==> src/rtl/multi_channel_run_controller_if.sv <==
// Interface bundling the per-channel command inputs and status outputs of
// multi_channel_run_controller.
//   master : command/tick source (drives i_*, observes o_*)
//   slave  : the controller (observes i_*, drives o_*)
// Signals:
//   i_tick          shared one-cycle count enable from the prescaler
//   i_soft_reset    per-channel synchronous clear
//   i_trigger_run   per-channel start/resume request
//   i_trigger_halt  per-channel pause request
//   i_lap           per-channel lap capture request
//   o_enable_sig    per-channel "OPERATING" flag
//   o_state         channel k state at [2k+1:2k]
//   o_count         channel k elapsed count at [CNT_W*k +: CNT_W]
//   o_lap_count     channel k captured lap value at [CNT_W*k +: CNT_W]
//   o_lap_valid     one-cycle pulse after a lap capture
//   o_expired       per-channel "EXPIRED" flag
//   o_wrap_pulse    one-cycle pulse after a counter wrap
interface multi_channel_run_controller_if #(
  parameter int N_CH  = 4,
  parameter int CNT_W = 16
);
  logic                    i_tick;
  logic [N_CH-1:0]         i_soft_reset;
  logic [N_CH-1:0]         i_trigger_run;
  logic [N_CH-1:0]         i_trigger_halt;
  logic [N_CH-1:0]         i_lap;
  logic [N_CH-1:0]         o_enable_sig;
  logic [2*N_CH-1:0]       o_state;
  logic [CNT_W*N_CH-1:0]   o_count;
  logic [CNT_W*N_CH-1:0]   o_lap_count;
  logic [N_CH-1:0]         o_lap_valid;
  logic [N_CH-1:0]         o_expired;
  logic [N_CH-1:0]         o_wrap_pulse;

  modport master (
    output i_tick, i_soft_reset, i_trigger_run, i_trigger_halt, i_lap,
    input  o_enable_sig, o_state, o_count, o_lap_count, o_lap_valid,
           o_expired, o_wrap_pulse
  );

  modport slave (
    input  i_tick, i_soft_reset, i_trigger_run, i_trigger_halt, i_lap,
    output o_enable_sig, o_state, o_count, o_lap_count, o_lap_valid,
           o_expired, o_wrap_pulse
  );
endinterface

==> src/rtl/multi_channel_run_controller.sv <==
// N_CH independent stopwatch run/halt channels. Each channel owns a
// READY/OPERATING/SUSPENDED/EXPIRED state machine, an elapsed-tick counter
// paced by the shared i_tick enable, a lap-capture register and terminal
// count handling (halt-and-expire, or wrap with a pulse when AUTO_WRAP=1).
// Ports:
//   i_clock        system clock, rising edge
//   i_async_rst_n  asynchronous active-low reset
//   bus            slave side of multi_channel_run_controller_if
module multi_channel_run_controller #(
  parameter int N_CH       = 4,
  parameter int CNT_W      = 16,
  parameter int TERM_COUNT = 9999,
  parameter int AUTO_WRAP  = 0
) (
  input  logic                            i_clock,
  input  logic                            i_async_rst_n,
  multi_channel_run_controller_if.slave   bus
);

  typedef enum logic [1:0] {
    READY     = 2'b00,
    OPERATING = 2'b01,
    SUSPENDED = 2'b10,
    EXPIRED   = 2'b11
  } state_t;

  // Widths of 31 and above always hold a non-negative int TERM_COUNT.
  if (TERM_COUNT < 0 || (CNT_W < 31 && TERM_COUNT >= (1 << CNT_W))) begin : g_bad_term
    $error("TERM_COUNT must lie in [0, 2**CNT_W)");
  end

  localparam logic [CNT_W-1:0] TERM_VAL = CNT_W'(TERM_COUNT);

  state_t           state_q [N_CH];
  state_t           state_d [N_CH];
  logic [CNT_W-1:0] cnt_q   [N_CH];
  logic [CNT_W-1:0] cnt_d   [N_CH];
  logic [CNT_W-1:0] lap_q   [N_CH];
  logic [CNT_W-1:0] lap_d   [N_CH];
  logic [N_CH-1:0]  lap_vld_q, lap_vld_d;
  logic [N_CH-1:0]  wrap_q, wrap_d;

  always_ff @(posedge i_clock or negedge i_async_rst_n) begin
    if (!i_async_rst_n) begin
      for (int k = 0; k < N_CH; k++) begin
        state_q[k] <= READY;
        cnt_q[k]   <= '0;
        lap_q[k]   <= '0;
      end
      lap_vld_q <= '0;
      wrap_q    <= '0;
    end else begin
      for (int k = 0; k < N_CH; k++) begin
        state_q[k] <= state_d[k];
        cnt_q[k]   <= cnt_d[k];
        lap_q[k]   <= lap_d[k];
      end
      lap_vld_q <= lap_vld_d;
      wrap_q    <= wrap_d;
    end
  end

  always_comb begin
    lap_vld_d = '0;
    wrap_d    = '0;
    for (int k = 0; k < N_CH; k++) begin
      state_d[k] = state_q[k];
      cnt_d[k]   = cnt_q[k];
      lap_d[k]   = lap_q[k];

      if (bus.i_soft_reset[k]) begin
        state_d[k] = READY;
        cnt_d[k]   = '0;
        lap_d[k]   = '0;
      end else begin
        case (state_q[k])
          READY: begin
            if (bus.i_trigger_run[k]) state_d[k] = OPERATING;
          end
          OPERATING: begin
            // The tick still counts in the cycle a halt arrives.
            if (bus.i_tick && cnt_q[k] == TERM_VAL) begin
              if (AUTO_WRAP == 0) begin
                state_d[k] = EXPIRED;  // expiry beats a simultaneous halt
              end else begin
                cnt_d[k]  = '0;
                wrap_d[k] = 1'b1;
                if (bus.i_trigger_halt[k]) state_d[k] = SUSPENDED;
              end
            end else begin
              if (bus.i_tick) cnt_d[k] = cnt_q[k] + CNT_W'(1);
              if (bus.i_trigger_halt[k]) state_d[k] = SUSPENDED;
            end
          end
          SUSPENDED: begin
            if (bus.i_trigger_run[k]) state_d[k] = OPERATING;
          end
          default: ;  // EXPIRED: only a reset leaves
        endcase

        // Lap takes the pre-increment count, so a wrapping cycle yields TERM_COUNT.
        if (bus.i_lap[k] && state_q[k] != READY) begin
          lap_d[k]     = cnt_q[k];
          lap_vld_d[k] = 1'b1;
        end
      end
    end
  end

  for (genvar k = 0; k < N_CH; k++) begin : g_out
    assign bus.o_state[2*k +: 2]             = state_q[k];
    assign bus.o_count[CNT_W*k +: CNT_W]     = cnt_q[k];
    assign bus.o_lap_count[CNT_W*k +: CNT_W] = lap_q[k];
    assign bus.o_enable_sig[k]               = (state_q[k] == OPERATING);
    assign bus.o_expired[k]                  = (state_q[k] == EXPIRED);
  end

  assign bus.o_lap_valid  = lap_vld_q;
  assign bus.o_wrap_pulse = wrap_q;

endmodule

==> src/flat_wrapper.sv <==
// flat-port wrapper written by rule: the top's interface ports become plain ports
module multi_channel_run_controller_flat 
#(
  parameter int N_CH       = 4,
  parameter int CNT_W      = 16,
  parameter int TERM_COUNT = 9999,
  parameter int AUTO_WRAP  = 0
)
  (i_clock, i_async_rst_n, bus_i_tick, bus_i_soft_reset, bus_i_trigger_run, bus_i_trigger_halt, bus_i_lap, bus_o_enable_sig, bus_o_state, bus_o_count, bus_o_lap_count, bus_o_lap_valid, bus_o_expired, bus_o_wrap_pulse);
  multi_channel_run_controller_if #(.N_CH(N_CH), .CNT_W(CNT_W)) bus_i ();
  input  logic i_clock;
  input  logic i_async_rst_n;
  input wire logic [$bits(bus_i.i_tick)-1:0] bus_i_tick;
  input wire logic [$bits(bus_i.i_soft_reset)-1:0] bus_i_soft_reset;
  input wire logic [$bits(bus_i.i_trigger_run)-1:0] bus_i_trigger_run;
  input wire logic [$bits(bus_i.i_trigger_halt)-1:0] bus_i_trigger_halt;
  input wire logic [$bits(bus_i.i_lap)-1:0] bus_i_lap;
  output wire logic [$bits(bus_i.o_enable_sig)-1:0] bus_o_enable_sig;
  output wire logic [$bits(bus_i.o_state)-1:0] bus_o_state;
  output wire logic [$bits(bus_i.o_count)-1:0] bus_o_count;
  output wire logic [$bits(bus_i.o_lap_count)-1:0] bus_o_lap_count;
  output wire logic [$bits(bus_i.o_lap_valid)-1:0] bus_o_lap_valid;
  output wire logic [$bits(bus_i.o_expired)-1:0] bus_o_expired;
  output wire logic [$bits(bus_i.o_wrap_pulse)-1:0] bus_o_wrap_pulse;
  assign bus_i.i_tick = bus_i_tick;
  assign bus_i.i_soft_reset = bus_i_soft_reset;
  assign bus_i.i_trigger_run = bus_i_trigger_run;
  assign bus_i.i_trigger_halt = bus_i_trigger_halt;
  assign bus_i.i_lap = bus_i_lap;
  assign bus_o_enable_sig = bus_i.o_enable_sig;
  assign bus_o_state = bus_i.o_state;
  assign bus_o_count = bus_i.o_count;
  assign bus_o_lap_count = bus_i.o_lap_count;
  assign bus_o_lap_valid = bus_i.o_lap_valid;
  assign bus_o_expired = bus_i.o_expired;
  assign bus_o_wrap_pulse = bus_i.o_wrap_pulse;
  multi_channel_run_controller #(.N_CH(N_CH), .CNT_W(CNT_W), .TERM_COUNT(TERM_COUNT), .AUTO_WRAP(AUTO_WRAP)) u_core (.i_clock(i_clock), .i_async_rst_n(i_async_rst_n), .bus(bus_i));
endmodule
==> config.mk <==
export PLATFORM = sky130hd
export DESIGN_NAME = multi_channel_run_controller_flat
export DESIGN_NICKNAME = d
export VERILOG_FILES = /design/src/rtl/multi_channel_run_controller_if.sv /design/src/rtl/multi_channel_run_controller.sv /design/src/flat_wrapper.sv
export SDC_FILE = /design/constraint.sdc
export NUM_CORES = 1
export LEC_CHECK = 0
export ABC_AREA = 1
export BUFFER_PORTS_ARGS = -buffer_cell sky130_fd_sc_hd__buf_2
export CORE_UTILIZATION = 35
export CTS_CLUSTER_DIAMETER = 100
export DETAILED_ROUTE_END_ITERATION = 10
export MAX_ROUTING_LAYER = met4
export PLACE_DENSITY_LB_ADDON = 0.3
export SLEW_MARGIN = 20
export SYNTH_ARGS = -nofsm -noshare
export SYNTH_HDL_FRONTEND = slang
export SYNTH_SLANG_ARGS = --single-unit
==> constraint.sdc <==
create_clock -name i_clock -period 1.8 [get_ports i_clock]
set_input_delay 0.18 -clock i_clock [delete_from_list [all_inputs] [get_ports i_clock]]
set_output_delay 0.18 -clock i_clock [all_outputs]
set_load 0.03 [all_outputs]
==> impl_summary.log <==
INFO  metric run_status = finished, final reports clean
INFO  metric tritoncts_num_sinks = 140
INFO  metric io_buffers = 166
INFO  metric cts-buffers-inserted = 17
INFO  metric reg2reg_depth = 10
INFO  metric setup.worst_path.class = reg -> reg
INFO  metric diodes = 0
INFO  metric finalCritPeriodShare = 94.7%
INFO  metric antenna_violations_before_repair = 0
INFO  metric synthCells = 968
INFO  metric setup_repair_after_global_routing_missed_its_margin = true
INFO  metric synth.ff_latch_count = 140
INFO  metric critical_path.startpoint = u_core.bus.o_count[48]
INFO  metric highest_clock_rate = 587 MHz
INFO  metric asyncSetResetFlopFracSynth = 100%
INFO  metric floorplan.initialDensity = 35.8%
INFO  metric min-delay-start = bus_i_soft_reset[2]
INFO  metric synth.distinct_cells = 27
INFO  metric synth_seq_area_share = 46.3%
INFO  metric cts.repair_timing.setup_buffer_count = 0
INFO  metric worstSkewPairLatency = 0.42 ns
INFO  metric dr.first_iter.drc_count = 424
INFO  metric detail_route.drc_violations = 0
INFO  metric htreeDepth = 4
INFO  metric final_area = 9700 µm²
INFO  metric power_density = 845 nW/µm²
INFO  metric grt_first_pass_wirelength = 35200 µm
INFO  metric ys.warnings.count = 0
INFO  metric layout.area.seq = 3500 µm²
INFO  metric final_layout_size_suffix_gt1_share = 27.3%
INFO  metric layout.core_utilization = 46.0%
INFO  metric stdcell_count = 1466
INFO  metric worstReg2RegStart = u_core.bus.o_count[48]
INFO  metric grt_start_max_net_pins = 51
INFO  metric finalCriticalPeriod = 1.70 ns
INFO  metric regToRegSetupSlack = 0.1 ns
INFO  metric syn_area_per_cell = 7.81 µm²
INFO  metric number_of_enable_flip_flop_cells_after_synthesis = 0
INFO  metric detailed_place_hpwl = 15600 µm
INFO  metric totalWireLength = 21400 µm
INFO  metric clock_skew = 0.0104 ns
INFO  metric clk_pin_slew = 0.06 ns
INFO  metric die_width = 149 µm
INFO  metric setup_viol_count_final = 0
INFO  metric worst_path_max_delay_cell = dfrtp_1
INFO  metric num_rows = 53
INFO  metric report.power.total = 8.20 mW
INFO  metric list_of_cells_traversed_by_the_critical_path = ha_1, nand2_1, inv_1, nand2_1, nor2_1, nand3_2, nand3_4, nand2_8, nand2_1, o21ai_0
INFO  metric startpoint_type = register
INFO  metric vdd.ir_drop.worst = 596 µV
INFO  metric max_slew_violation_count = 0
INFO  metric synth_largest_area_cell = dfrtp_1
INFO  metric syn_area = 7560 µm²
INFO  metric synth-main-ff-cell = dfrtp_1
INFO  metric finalHoldViolations = 0
INFO  metric max_stage_delay = 0.36 ns
INFO  metric multi_input_comb_area = 3590 µm²
INFO  metric core_area = 21100 µm²
INFO  metric grt-ovfl-total = 0
INFO  metric total_leakage_power = 5.05 nW
INFO  metric placed_cells_incl_taps = 1434
INFO  metric cts_tree = yes
INFO  metric most_common_cell_in_the_netlist = nand2_1
INFO  metric cp.arrival = 2.00 ns
INFO  metric syn2layout_area_growth = 28.3%
INFO  metric critical_path.reg2reg.endpoint = u_core.bus.o_count[50]
INFO  metric ant_nets = 0
INFO  metric gr-usage-all-layers = 20.5%
INFO  metric timing.hold.worst.class = in -> reg
INFO  metric firstDrtPassIters = 7
INFO  metric number_of_global_route_vias_before_repair = 6925
INFO  metric cts.root.buffer_cell = clkbuf_16
INFO  metric design.die.area = 22200 µm²
INFO  metric detail_route.wl_per_cell = 14.6 µm
INFO  metric worst-path-max-fanout = 17
INFO  metric max_cap_viol_count = 0
INFO  metric fin_nets = 1202
INFO  metric post_drt_via_cell_ratio = 4.93
INFO  metric post_synth_main_area_contributors = dfrtp_1 (46%), nand2_1 (11%), nand3_1 (10%), nor2_1 (7.0%), xor2_1 (4.8%)
INFO  metric pin_count = 171
INFO  metric placedInstanceArea = 9010 µm²
INFO  metric detailroute.via_count = 7230
INFO  metric nFillCells = 2114
INFO  metric critical_path.endpoint_type = register
INFO  metric cts.path.max_buffers = 2
INFO  metric worstSetupEndpoint = u_core.bus.o_count[50]
INFO  metric floorplan.die.height = 149 µm
INFO  metric timing.critical_path.required = 2.10 ns
INFO  metric place.gp.congestion = 0.887
INFO  metric synth_top_area_share = 46.3%
INFO  metric netlist_top_cells_count = nand2_1 (231), nand3_1 (152), dfrtp_1 (140), nor2_1 (140), inv_1 (74)
INFO  metric path_common_cell = nand2_1
## critical path: cells and delay by family, from the launching register on
| kind | cells | cell delay (ns) |
|---|---|---|
| adders and majority gates | 1 | 0.23 |
| buffers and inverters | 1 | 0.09 |
| and+or+nand+nor | 7 | 0.83 |
| AOI/OAI and AO/OA | 1 | 0.07 |
| DFF | 1 | 0.36 |
## kinds of logic after synthesis
logic type | count (synthesis) | share of synthesized area (%)
DFF | 140 | 46.3
adders and majority gates | 4 | 0.662
AOI/OAI and AO/OA | 82 | 6.92
and+or+nand+nor | 581 | 34.2
xor gates and xnor gates | 42 | 4.87
buffers and inverters | 118 | 6.93
other | 1 | 0.0496
## per-stage QoR
step / hold WS (ns) / worst slack (ns) / setup TNS [ns]
after floorplan: -0.116 / 0.00333 / 0
after global placement: 0.128 / 0.134 / 0
after detailed placement: 0.127 / 0.102 / 0
after CTS: 0.00500 / 0.0891 / 0
after global routing: 0.0308 / -0.0469 / -0.299
final: 0.0262 / 0.0963 / 0
## cell usage in the layout, fill, tap and decap left out, types with 15 or more instances in the layout
| cell type | netlist | final |
|---|---|---|
| nand4_1 | 15 | 15 |
| xor2_1 | 41 | 41 |
| nand3_1 | 152 | 151 |
| clkbuf_16 | 0 | 17 |
| nand2_1 | 231 | 231 |
| o21ai_0 | 49 | 48 |
| inv_1 | 74 | 74 |
| dfrtp_1 | 140 | 140 |
| o21ai_2 | 30 | 30 |
| buf_2 | 8 | 165 |
| nor2_1 | 140 | 139 |
| buf_4 | 7 | 60 |
## timing repair
item / CTS / global route
resized for setup: 0 / 7
hold buffers: 1 / 0
endpoints found under the setup margin: 0 / 49
endpoints found under the hold margin: 35 / 0
## final cells by class
type	count	share of cell area, %
well taps	275	3.55
inverters	78	3.02
multi-input cells	713	37.0
clock inverters	10	1.69
repair buffers	229	13.8
clock buffers	21	4.85
flip-flops and latches	140	36.1
## sequential cells by signal, summed over array words and instances (netlist names)
signal,flops
u_core.bus.o_count,64
u_core.bus.o_lap_count,64
u_core.bus.o_lap_valid,4
u_core.bus.o_state,8
## per-layer routing
layer	wire, µm	vias up	GRT usage (%)
met5	0	-	-
met3	1090	37	3.03
met4	359	0	6.89
met1	10000	3437	27.3
li1	-	3541	-
met2	9900	215	31.8
## report_power, final
| part | switching (mW) | internal [mW] |
|---|---|---|
| sequential | 0.0732 | 3.21 |
| clock | 1.40 | 2.43 |
| combinational | 0.781 | 0.303 |
| total | 2.26 | 5.94 |
## worst min-delay path by stage
| stage | endpoint | slack (ns) | cells after the start |
|---|---|---|---|
| 2_1_floorplan | u_core.bus.o_count[0] | -0.12 | 0 |
| 3_3_place_gp | u_core.bus.o_count[41] | 0.13 | 1 |
| 3_5_place_dp | u_core.bus.o_lap_count[41] | 0.13 | 1 |
| 4_1_cts | u_core.bus.o_lap_valid[2] | 0.005 | 2 |
| 5_1_grt | u_core.bus.o_lap_valid[2] | 0.03 | 2 |
| 6_report | u_core.bus.o_lap_valid[2] | 0.03 | 2 |
Power figures use the tool's default switching activity.
